==> src/rtl/pipe_mem_arbiter.sv <==
// Shares one memory bus between the IF and MEM pipeline stages.
// A MEM access (load/store) is served before an IF fetch in the same pipeline
// cycle. stall holds the pipeline until both accesses are done, then drops
// for one RELEASE cycle so the pipeline can advance.
// Optional feature macro: ARB_TIMEOUT_EN (bus_ack wait timeout with sticky err).
module pipe_mem_arbiter #(
  parameter int unsigned TIMEOUT = 255
) (
  input  logic        clk,
  input  logic        clr,
  input  logic        if_req,
  input  logic [31:0] if_addr,
  output logic [31:0] if_rdata,
  input  logic        m_wmem,
  input  logic        m_m2reg,
  input  logic [31:0] m_addr,
  input  logic [31:0] m_wdata,
  output logic [31:0] m_rdata,
  output logic        stall,
  output logic        bus_req,
  output logic        bus_we,
  output logic [31:0] bus_addr,
  output logic [31:0] bus_wdata,
  input  logic [31:0] bus_rdata,
  input  logic        bus_ack,
  output logic        err
);

  // TIMEOUT has to fit the 8-bit wait counter.
  if (TIMEOUT < 1 || TIMEOUT > 255) begin : gen_bad_timeout
    $error("TIMEOUT must be in 1..255");
  end

  typedef enum logic [1:0] {StIdle, StMAcc, StIAcc, StRelease} state_e;

  state_e      state_q, state_d;
  logic        bus_req_q, bus_req_d;
  logic        bus_we_q, bus_we_d;
  logic [31:0] bus_addr_q, bus_addr_d;
  logic [31:0] bus_wdata_q, bus_wdata_d;
  logic [31:0] if_rdata_q, if_rdata_d;
  logic [31:0] m_rdata_q, m_rdata_d;
  logic        m_req;

`ifdef ARB_TIMEOUT_EN
  localparam logic [7:0] TimeoutLast = 8'(TIMEOUT - 1);
  logic [7:0] cnt_q, cnt_d;
  logic       err_q, err_d;
  logic       expired;
  assign expired = (cnt_q == TimeoutLast);
  assign err     = err_q;
`else
  assign err = 1'b0;
`endif

  // A simultaneous store and load request is treated as a store.
  assign m_req = m_wmem | m_m2reg;

  // Freeze the pipeline unless releasing, while requests or an access are pending.
  assign stall = (state_q != StRelease) &
                 (m_req | if_req | (state_q == StMAcc) | (state_q == StIAcc));

  assign bus_req   = bus_req_q;
  assign bus_we    = bus_we_q;
  assign bus_addr  = bus_addr_q;
  assign bus_wdata = bus_wdata_q;
  assign if_rdata  = if_rdata_q;
  assign m_rdata   = m_rdata_q;

  // Next-state and bus register loading.
  always_comb begin
    state_d     = state_q;
    bus_req_d   = bus_req_q;
    bus_we_d    = bus_we_q;
    bus_addr_d  = bus_addr_q;
    bus_wdata_d = bus_wdata_q;
    if_rdata_d  = if_rdata_q;
    m_rdata_d   = m_rdata_q;
`ifdef ARB_TIMEOUT_EN
    cnt_d       = cnt_q + 8'd1;
    err_d       = err_q;
`endif
    unique case (state_q)
      StIdle: begin
        if (m_req) begin
          state_d     = StMAcc;
          bus_req_d   = 1'b1;
          bus_we_d    = m_wmem;
          bus_addr_d  = m_addr;
          bus_wdata_d = m_wdata;
`ifdef ARB_TIMEOUT_EN
          cnt_d       = 8'd0;
`endif
        end else if (if_req) begin
          state_d    = StIAcc;
          bus_req_d  = 1'b1;
          bus_we_d   = 1'b0;
          bus_addr_d = if_addr;
`ifdef ARB_TIMEOUT_EN
          cnt_d      = 8'd0;
`endif
        end
      end
      StMAcc: begin
`ifdef ARB_TIMEOUT_EN
        if (bus_ack || expired) begin
          if (!bus_we_q) m_rdata_d = bus_ack ? bus_rdata : 32'd0;
          if (!bus_ack) err_d = 1'b1;
`else
        if (bus_ack) begin
          if (!bus_we_q) m_rdata_d = bus_rdata;
`endif
          // Chain the fetch straight on without an idle bus cycle.
          if (if_req) begin
            state_d    = StIAcc;
            bus_req_d  = 1'b1;
            bus_we_d   = 1'b0;
            bus_addr_d = if_addr;
`ifdef ARB_TIMEOUT_EN
            cnt_d      = 8'd0;
`endif
          end else begin
            state_d   = StRelease;
            bus_req_d = 1'b0;
          end
        end
      end
      StIAcc: begin
`ifdef ARB_TIMEOUT_EN
        if (bus_ack || expired) begin
          if_rdata_d = bus_ack ? bus_rdata : 32'd0;
          if (!bus_ack) err_d = 1'b1;
`else
        if (bus_ack) begin
          if_rdata_d = bus_rdata;
`endif
          state_d   = StRelease;
          bus_req_d = 1'b0;
        end
      end
      StRelease: state_d = StIdle;
      default:   state_d = StIdle;
    endcase
  end

  // State and output registers; clr drops any in-flight access at once.
  always_ff @(posedge clk or posedge clr) begin
    if (clr) begin
      state_q     <= StIdle;
      bus_req_q   <= 1'b0;
      bus_we_q    <= 1'b0;
      bus_addr_q  <= 32'd0;
      bus_wdata_q <= 32'd0;
      if_rdata_q  <= 32'd0;
      m_rdata_q   <= 32'd0;
    end else begin
      state_q     <= state_d;
      bus_req_q   <= bus_req_d;
      bus_we_q    <= bus_we_d;
      bus_addr_q  <= bus_addr_d;
      bus_wdata_q <= bus_wdata_d;
      if_rdata_q  <= if_rdata_d;
      m_rdata_q   <= m_rdata_d;
    end
  end

`ifdef ARB_TIMEOUT_EN
  // Wait counter and sticky timeout flag.
  always_ff @(posedge clk or posedge clr) begin
    if (clr) begin
      cnt_q <= 8'd0;
      err_q <= 1'b0;
    end else begin
      cnt_q <= cnt_d;
      err_q <= err_d;
    end
  end
`endif

endmodule
==> config.mk <==
export PLATFORM = sky130hd
export DESIGN_NAME = pipe_mem_arbiter
export DESIGN_NICKNAME = d
export VERILOG_FILES = /design/src/rtl/pipe_mem_arbiter.sv
export SDC_FILE = /design/constraint.sdc
export NUM_CORES = 1
export LEC_CHECK = 0
export ABC_CLOCK_PERIOD_IN_PS = 5000
export BUFFER_PORTS_ARGS = -buffer_cell sky130_fd_sc_hd__buf_2
export CORE_MARGIN = 1
export CORE_UTILIZATION = 30
export DETAILED_ROUTE_END_ITERATION = 10
export HOLD_SLACK_MARGIN = 0.1
export PLACE_DENSITY = 0.56
export RECOVER_POWER = 50
export SYNTH_ARGS = -nofsm -noshare
export SYNTH_HDL_FRONTEND = slang
export SYNTH_SLANG_ARGS = --single-unit
==> constraint.sdc <==
create_clock -name clk -period 5 [get_ports clk]
set_input_delay 0.5 -clock clk [delete_from_list [all_inputs] [get_ports clk]]
set_output_delay 0.5 -clock clk [all_outputs]
set_load 0.01 [all_outputs]
Word-level counts from Yosys, hierarchy flattened
Cells that the tools add are included.
{"block": "classes", "n_addsub": 0, "mul": 0, "div_mod_pow": 0, "order_cmp": 0, "n_eq_ne": 7, "n_shift": 0, "muxes": 20, "n_bitwise": 6, "n_reduce_logical": 9}
{"operator": "two-way mux 32 bit", "count": 3}
{"operator": "case mux 32 bit (2 select lines)", "count": 1}
{"operator": "two-way mux 1 bit", "count": 9}
{"operator": "two-way mux 2 bit", "count": 4}
{"operator": "case mux 2 bit (4 select lines)", "count": 1}
{"operator": "inequality test 2 bit, second input constant", "count": 3}
{"operator": "AND reduction 2 bit", "count": 3}
{"operator": "AND reduction 3 bit", "count": 2}
{"operator": "== test 2 bit, second input constant", "count": 2}
{"operator": "bitwise OR 1 bit", "count": 4}
{"operator": "AND reduction 4 bit", "count": 1}
{"operator": "inequality test 3 bit, second input constant", "count": 1}
{"operator": "case mux 1 bit (3 select lines)", "count": 1}
{"operator": "nonzero test 3 bit", "count": 1}
{"operator": "== test 2 x 1 -> 1 bit, second input constant", "count": 1}
{"operator": "zero test 2 bit", "count": 1}
{"operator": "case mux 1 bit (2 select lines)", "count": 1}
{"operator": "nonzero test 2 bit", "count": 1}
{"operator": "AND 1 bit", "count": 1}
{"operator": "inverter 1 bit", "count": 1}
{"block": "totals", "reg_bits": 132, "latch_bits": 0, "ramBits": 0, "mem_bits_ro": 0, "in_bits": 134, "out_inout_bits": 132, "elab_cells": 49, "mem_count": 0}

Logic depth before layout (Yosys ltp)
Gate-level depths: netlist of the first run.
{"block": "depth", "word_depth": 5, "mapped_depth": 7, "depth_no_buf": 5}

Least setup slack after synthesis of the first run
Ideal clock, no wire load.
{"block": "synth_timing", "path_type": "register to register", "from": "register state_q[1]", "to": "register m_rdata_q[10] (netlist: m_rdata[10])", "setup_ps": 125, "arrival_time_ps": 1623, "required_ps": 4875, "setup_slack_ps": 3252, "path_stages_with_launch": 8, "n_path_buf": 2, "synth_period_minus_slack_ps": 1748, "cell_sequence": "dfrtp_1 > inv_1 > ha_1 > and2_1 > buf_2 > nand2_2 > buf_2 > mux2_2"}
{"block": "synth_via", "elab_chain_len": 2}
{"item": "start: declaration", "line": "36", "rtl": "state_e state_q, state_d;"}
{"item": "start signal: assignment", "line": "149", "rtl": "state_q <= StIdle;"}
{"item": "start signal: assignment", "line": "157", "rtl": "state_q <= state_d;"}
{"item": "== test 2 x 1 -> 1 bit", "line": "83", "rtl": "unique case (state_q)"}
{"item": "AND reduction 3 bit (no line)"}
{"item": "end signal: assignment", "line": "163", "rtl": "m_rdata_q <= m_rdata_d;"}
{"item": "end: declaration", "line": "42", "rtl": "logic [31:0] m_rdata_q, m_rdata_d;"}
Every way passes these cells.
A chain may end at the register's enable or synchronous reset.

==> results by group, run 1 <==
Run status
  – Outcome: complete, but fails checks
  – Failing checks: max-capacitance violations, max-slew violations

Worst setup path
  – Critical path cell sequence: buf_2, clkinvlp_2, clkbuf_2
  – Crit Path Max Fanout: 53
  – Crit path buffers/inverters: 3
  – Critical setup path kind: in -> async
  – Nature of the critical path endpoint: asynchronous set/reset pin
  – Slowest stage delay, CP: 1.21 ns
  – Crit start category: input pin
  – CP Data Arrival Time: 2.90 ns
  – Crit-path slowest cell: clkbuf_2
  – Crit-path leading delay family: buffers and inverters
  – Critical Path RT: roughly 5.3 ns

Logic synthesis
  – Ys async rst share: between 90% and 100%
  – Synth unique cells: 30
  – Synthesized cell area: 5820 sq um
  – Syn Nets: approximately 600
  – Top post-synthesis cells by count: dfrtp_1 (132), mux2_2 (97), a21oi_1 (35)
  – Synth top area cells: dfrtp_1 (57%), mux2_2 (19%), o32a_1 (5.3%)
  – Yosys top cell area share: between 50% and 60%
  – Syn Inst Count: 460
  – Syn Area/Cell: 12.6 sq um
  – Top-count cell post-synth: dfrtp_1
  – Number of flops mapped to enable cells by yosys: 0
  – Synthesis-stage register bit count: 132
  – Yosys top cell by area: dfrtp_1
  – Register area share after synthesis: 56.8%
  – Main synth FF type: dfrtp_1
  – Yosys warns: 0

Global routing
  – Initial antenna violation count: 0
  – First-pass GRT wire length: 25.4 mm
  – Largest net degree at the start of global routing: 65
  – Grt ovf: 0
  – Number of global-route vias before repair: 4932
  – GRT Util Overall: 16.3%

Finish
  – Layout fillers: 1838
  – N_diodes: 0
  – Area Growth Syn to Fin: 34.8%
  – FF/Latch Area: 3300 sq um
  – Multi-input gate area: about 2300 sq um
  – Cell Count, Final, Fillers Out: 987
  – Fraction of layout cells with a size suffix above 1: a little over two fifths
  – Nets@finish: 852

Placement
  – GPL Wtd Cong: 0.754
  – Placed instance count: 955
  – Port bufs: 264
  – DPL Wire Length: 11.0 mm

Clock tree
  – CTS Root Cell: clkbuf_16
  – Setup Buffers After CTS: 0
  – Sinks on Clock Net: 132
  – PostCTS Resize Cnt: 0
  – Worst-path clk slew: approximately 0.060 ns
  – Later-pin clock latency in the skew report: 0.41 ns
  – Hold_buf cts: 0
  – Number of CTS-inserted buffers: 17
  – TritonCTS clock tree: yes
  – H-tree levels: 4
  – CTS max path bufs: 2

STA
  – Post-layout min period: 2.64 ns
  – Max Fclk: 0.379 GHz
  – Slew @ Worst Pin: 1.78 ns
  – Fin crit share: between 50% and 60%
  – # setup viols final: 0
  – Setup TNS: 0 ns
  – Slew Limit Fails: 43
  – Unrepaired setup endpoints after global routing: no
  – Worst Skew: 0.00927 ns
  – Slew HR: -19.1%
  – Hold Vio Cnt, Final: 0

Power
  – Max IR drop VDD: between 0.2 and 0.25 mV
  – Pwr dens: between 600 and 700 nW/um^2
  – Static leakage: ~0.0036 uW

Floorplanning
  – Row count: 50
  – Die Width: 141 um
  – Die ar.: approximately 20000 sq um
  – Ports: 266
  – Initial core utilization: 30.9%
  – Die height: approximately 140 um
  – Core Box Area: 18800 sq um

Detailed routing
  – Vias per inst: 4.81
  – Iteration-0 DRC Markers: 239
  – Remaining antenna violation count: 0
  – Routed vias: 4744
  – Final WL: between 15 and 20 mm
  – # DRC: 0
  – 1st-pass router iterations: 4
  – Wire length per cell: 16.5 um

Worst hold path
  – Tightest Hold Check Type: in -> reg

Run
  – Max_cap viols: 1
-- routing by layer --
metal  wire length, um  track usage (%)  vias up  share of wire (%)
met5                 0                0        -                  0
met4               154             5.21        0               0.95
met3              1300             5.06       16                8.0
met2              8000             27.3      220                 49
met1              6820             19.9     2346                 42
li1                  -                -     2162                  -
-- layout make-up --
| cell class | count | share of cell area (%) |
|---|---|---|
| multi-input combinational | 281 | 29.1 |
| clock inverter | 14 | 2.57 |
| inverter | 12 | 0.590 |
| timing repair buffer | 270 | 15.9 |
| clock buffer | 18 | 5.60 |
| tap | 260 | 4.15 |
| sequential | 132 | 42.1 |
-- where the power goes --
part | switching, uW | leakage (uW) | internal, uW
Clock | 502 | 0.000307 | 854
Sequential | 299 | 0.00155 | 1620
Combinational | 1100 | 0.00173 | 977
Total | 1900 | 0.00358 | 3460
-- flip-flops by register name (all words and copies together), names as in the netlist --
name       count
bus_we         1
m_rdata       32
if_rdata      32
bus_req        1
bus_wdata     32
state_q        2
bus_addr      32
-- cells by family (layout without fill, tap and decap cells) --
logic type / Yosys count / count (layout) / share of synthesized area [%]
buf+inv: 47 / 314 / 4.06
flops: 132 / 132 / 56.8
other cells: 1 / 1 / 0.0645
compound gates: 82 / 82 / 10.2
fa+ha+maj: 4 / 4 / 0.860
mux: 98 / 98 / 19.0
simple gates: 96 / 96 / 9.05
-- placed cells by master, fill, tap and decap left out, types with 4 or more instances in the layout --
| cell | netlist | final |
|---|---|---|
| ha_1 | 4 | 4 |
| mux2_2 | 97 | 97 |
| o32a_1 | 31 | 31 |
| clkbuf_1 | 9 | 95 |
| nor2b_1 | 28 | 27 |
| and3_1 | 31 | 31 |
| a31oi_1 | 5 | 5 |
| a21oi_1 | 35 | 35 |
| bufinv_16 | 0 | 4 |
| buf_2 | 21 | 169 |
| clkinv_4 | 0 | 5 |
| inv_1 | 12 | 11 |
| buf_4 | 1 | 5 |
| dfrtp_1 | 132 | 132 |
| nor2_1 | 27 | 27 |
| clkbuf_16 | 0 | 17 |
-- worst paths after layout --
| path | start | end | slack (ns) | depth (start not counted) |
|---|---|---|---|---|
| worst min register to register | bus_addr[4] | bus_addr[4] | 0.50 | 1 |
| worst max-delay path | clr | bus_addr[31] | 2.36 | 3 |
| max in group clk | state_q[1] | bus_addr[6] | 2.52 | 6 |
| worst max register to register | state_q[1] | bus_addr[6] | 2.52 | 6 |
| worst min-delay path | m_wdata[12] | bus_wdata[12] | 0.31 | 2 |
| min in group asynchronous | clr | bus_wdata[16] | 0.52 | 2 |
-- stage by stage --
| step | util [%] | hold WS [ns] | power, uW | instance area (sq um) | worst slack, ns |
|---|---|---|---|---|---|
| 6_report | 41.7 | 0.314 | 5350 | 7850 | 2.36 |
| 4_1_cts | 42.3 | 0.131 | 5510 | 7970 | 2.55 |
| 3_3_place_gp | 38.9 | 0.474 | 4030 | 7330 | 2.69 |
| 5_1_grt | 41.7 | 0.294 | 5670 | 7850 | 1.84 |
| 3_5_place_dp | 38.9 | 0.486 | 4120 | 7330 | 2.59 |
| 2_1_floorplan | - | 0.529 | 3240 | 5820 | 0.974 |
(Power assumes the default switching activity.)
==> run 2: changes to the inputs <==
Settings changed: ABC_CLOCK_PERIOD_IN_PS 5000 to 2750.
Clock period 5 ns to 2.75 ns, I/O delays scaled along.
==> results by group, run 2 (same netlist as run 1, synthesis figures left out) <==
Floorplanning
  – Die ar.: 20000 sq um
  – Die Width: 141 um
  – Die height: between 100 and 150 um
  – Initial core utilization: 30.9%
  – Ports: 266
  – Row count: 50
  – Core Box Area: 18800 sq um

Finish
  – Area Growth Syn to Fin: 45.7%
  – N_diodes: 0
  – Final instance area: about 8500 sq um
  – Fraction of layout cells with a size suffix above 1: a little over two fifths
  – FF/Latch Area: between 3000 and 4000 sq um
  – Most common cell after layout, fill and taps aside: buf_2
  – Layout fillers: 1803
  – Most frequent cells in the layout: buf_2 (198), dfrtp_1 (132), mux2_2 (97)
  – Multi-input gate area: 2280 sq um
  – Nets@finish: between 900 and 1000

Detailed routing
  – Iteration-0 DRC Markers: 179
  – Final WL: around 17 mm
  – Wire length per cell: between 15 and 20 um
  – Routed vias: approximately 5000
  – # DRC: 0
  – Remaining antenna violation count: 0
  – 1st-pass router iterations: 5
  – Vias per inst: 4.75

Run
  – Max_cap viols: 1

Clock tree
  – TritonCTS clock tree: yes
  – H-tree levels: 4
  – PostCTS Resize Cnt: 0
  – Worst-path clk slew: 0.06 ns
  – CTS Root Cell: clkbuf_16
  – Setup Buffers After CTS: 0
  – Hold_buf cts: 57
  – Later-pin clock latency in the skew report: 0.41 ns
  – CTS max path bufs: 2
  – Number of CTS-inserted buffers: 17
  – Sinks on Clock Net: 132

Global routing
  – Initial antenna violation count: 0
  – Grt ovf: 0
  – Met1 usage: 20.4%
  – Met2 Use GR: roughly 28%
  – Largest net degree at the start of global routing: 133
  – Number of global-route vias before repair: around 5200
  – GRT busiest layer: met2
  – Met3 usage: 5.37%
  – First-pass GRT wire length: 26.4 mm
  – GRT Util Overall: 16.8%

Placement
  – Post-Place Cell Area: approximately 7300 sq um
  – DPL Wire Length: 10.9 mm
  – Port bufs: between 200 and 300
  – Place WS: 0.682 ns
  – GPL Wtd Cong: between 0.7 and 0.8

Worst setup path
  – Worst r2r src: state_q[1]
  – Cells on worst reg2reg path: 5
  – Nature of the critical path endpoint: flip-flop
  – Crit-path slowest cell: inv_1
  – Critical path cell sequence: inv_1, ha_1, inv_1, and3_1, o32a_1
  – Slowest stage delay, CP: approximately 0.44 ns
  – Worst R2R Setup Slack: 0.69 ns
  – Crit start category: flip-flop
  – Crit path buffers/inverters: 2
  – Critical Path RT: between 3 and 4 ns
  – CP Data Arrival Time: 2.35 ns
  – Critical setup path kind: reg -> reg
  – Crit Path Max Fanout: 32
  – Setup crit start: state_q[1]
  – Crit-path leading delay family: buffers and inverters
  – CP dominant cell by count: inv_1
  – R2r endpoint: bus_addr[21]

Worst hold path
  – Tightest Hold Check Type: in -> reg
  – Hold Path Origin: bus_rdata[12]
  – Hold worst-path end: m_rdata[12]
  – Hold-critical path depth: 2

STA
  – Slew @ Worst Pin: approximately 1.9 ns
  – Max Fclk: 0.486 GHz
  – Fin worst setup slack: 0.693 ns
  – Slew HR: -23.7%
  – # setup viols final: 0
  – Worst Skew: 0.00828 ns
  – Fin crit share: 74.8%
  – Slew Limit Fails: 133
  – Unrepaired setup endpoints after global routing: no
  – Post-layout min period: 2.06 ns
  – Hold Vio Cnt, Final: 0
  – Setup TNS: 0 ns

Run status
  – Failing checks: max-capacitance violations, max-slew violations
  – Outcome: complete, but fails checks

Power
  – Internal Power: 6460 uW
  – Share of total power in the clock network: 25.5%
  – Final Power: 9910 uW
  – Static leakage: 0.00391 uW
  – Combinational power share: 39.4%
  – Max IR drop VDD: 0.526 mV
  – Pwr dens: around 1200 nW/um^2
  – Sw frac: roughly a third
  – Net Sw Power: 3440 uW
  – Seq pwr share: 35.2%
==> run 2: cell count changes in the layout (fill, tap and decap cells not counted), moves of 2 or more <==
cell,delta
clkinvlp_4,+2
dlygate4sd3_1,+57
inv_6,+2
buf_2,+29
clkbuf_1,-29
clkinv_4,-4
==> run 2: worst max path at each step <==
stage / endpoint / depth (start not counted)
4_1_cts: bus_addr[21] / 5
2_1_floorplan: bus_addr[0] / 1
3_5_place_dp: bus_addr[21] / 5
6_report: bus_addr[21] / 5
3_3_place_gp: bus_addr[21] / 5
5_1_grt: bus_addr[21] / 5
==> run 2: power groups by stage <==
stage | sequential, uW | clock [uW] | combinational [uW]
floorplan | 3920 | 0 | 1970
global placement | 3430 | 0 | 3880
detailed placement | 3480 | 0 | 4010
CTS | 3470 | 2580 | 4070
global route | 3620 | 2670 | 4230
finish | 3480 | 2520 | 3900
==> run 2: layout make-up <==
| class | count | area share (%) |
|---|---|---|
| Clock buffer | 17 | 5.02 |
| Clock inverter | 15 | 2.67 |
| Multi-Input combinational cell | 281 | 27.0 |
| Inverter | 12 | 0.576 |
| Tap cell | 260 | 3.84 |
| Sequential cell | 132 | 39.0 |
| Timing Repair Buffer | 328 | 22.0 |
==> run 2: layer usage <==
metal | up-vias | part of all wire [%]
met5 | - | 0.24
met4 | 2 | 1.5
met1 | 2443 | 42
li1 | 2280 | -
met2 | 215 | 49
met3 | 25 | 7.9
==> run 2: metrics by stage <==
step	hold WS, ns	utilization, %	cells
2_1_floorplan	0.397	-	460
3_3_place_gp	0.474	39.0	956
3_5_place_dp	0.483	39.0	956
4_1_cts	0.100	45.5	1045
5_1_grt	0.104	45.0	1045
6_report	0.120	45.0	1045
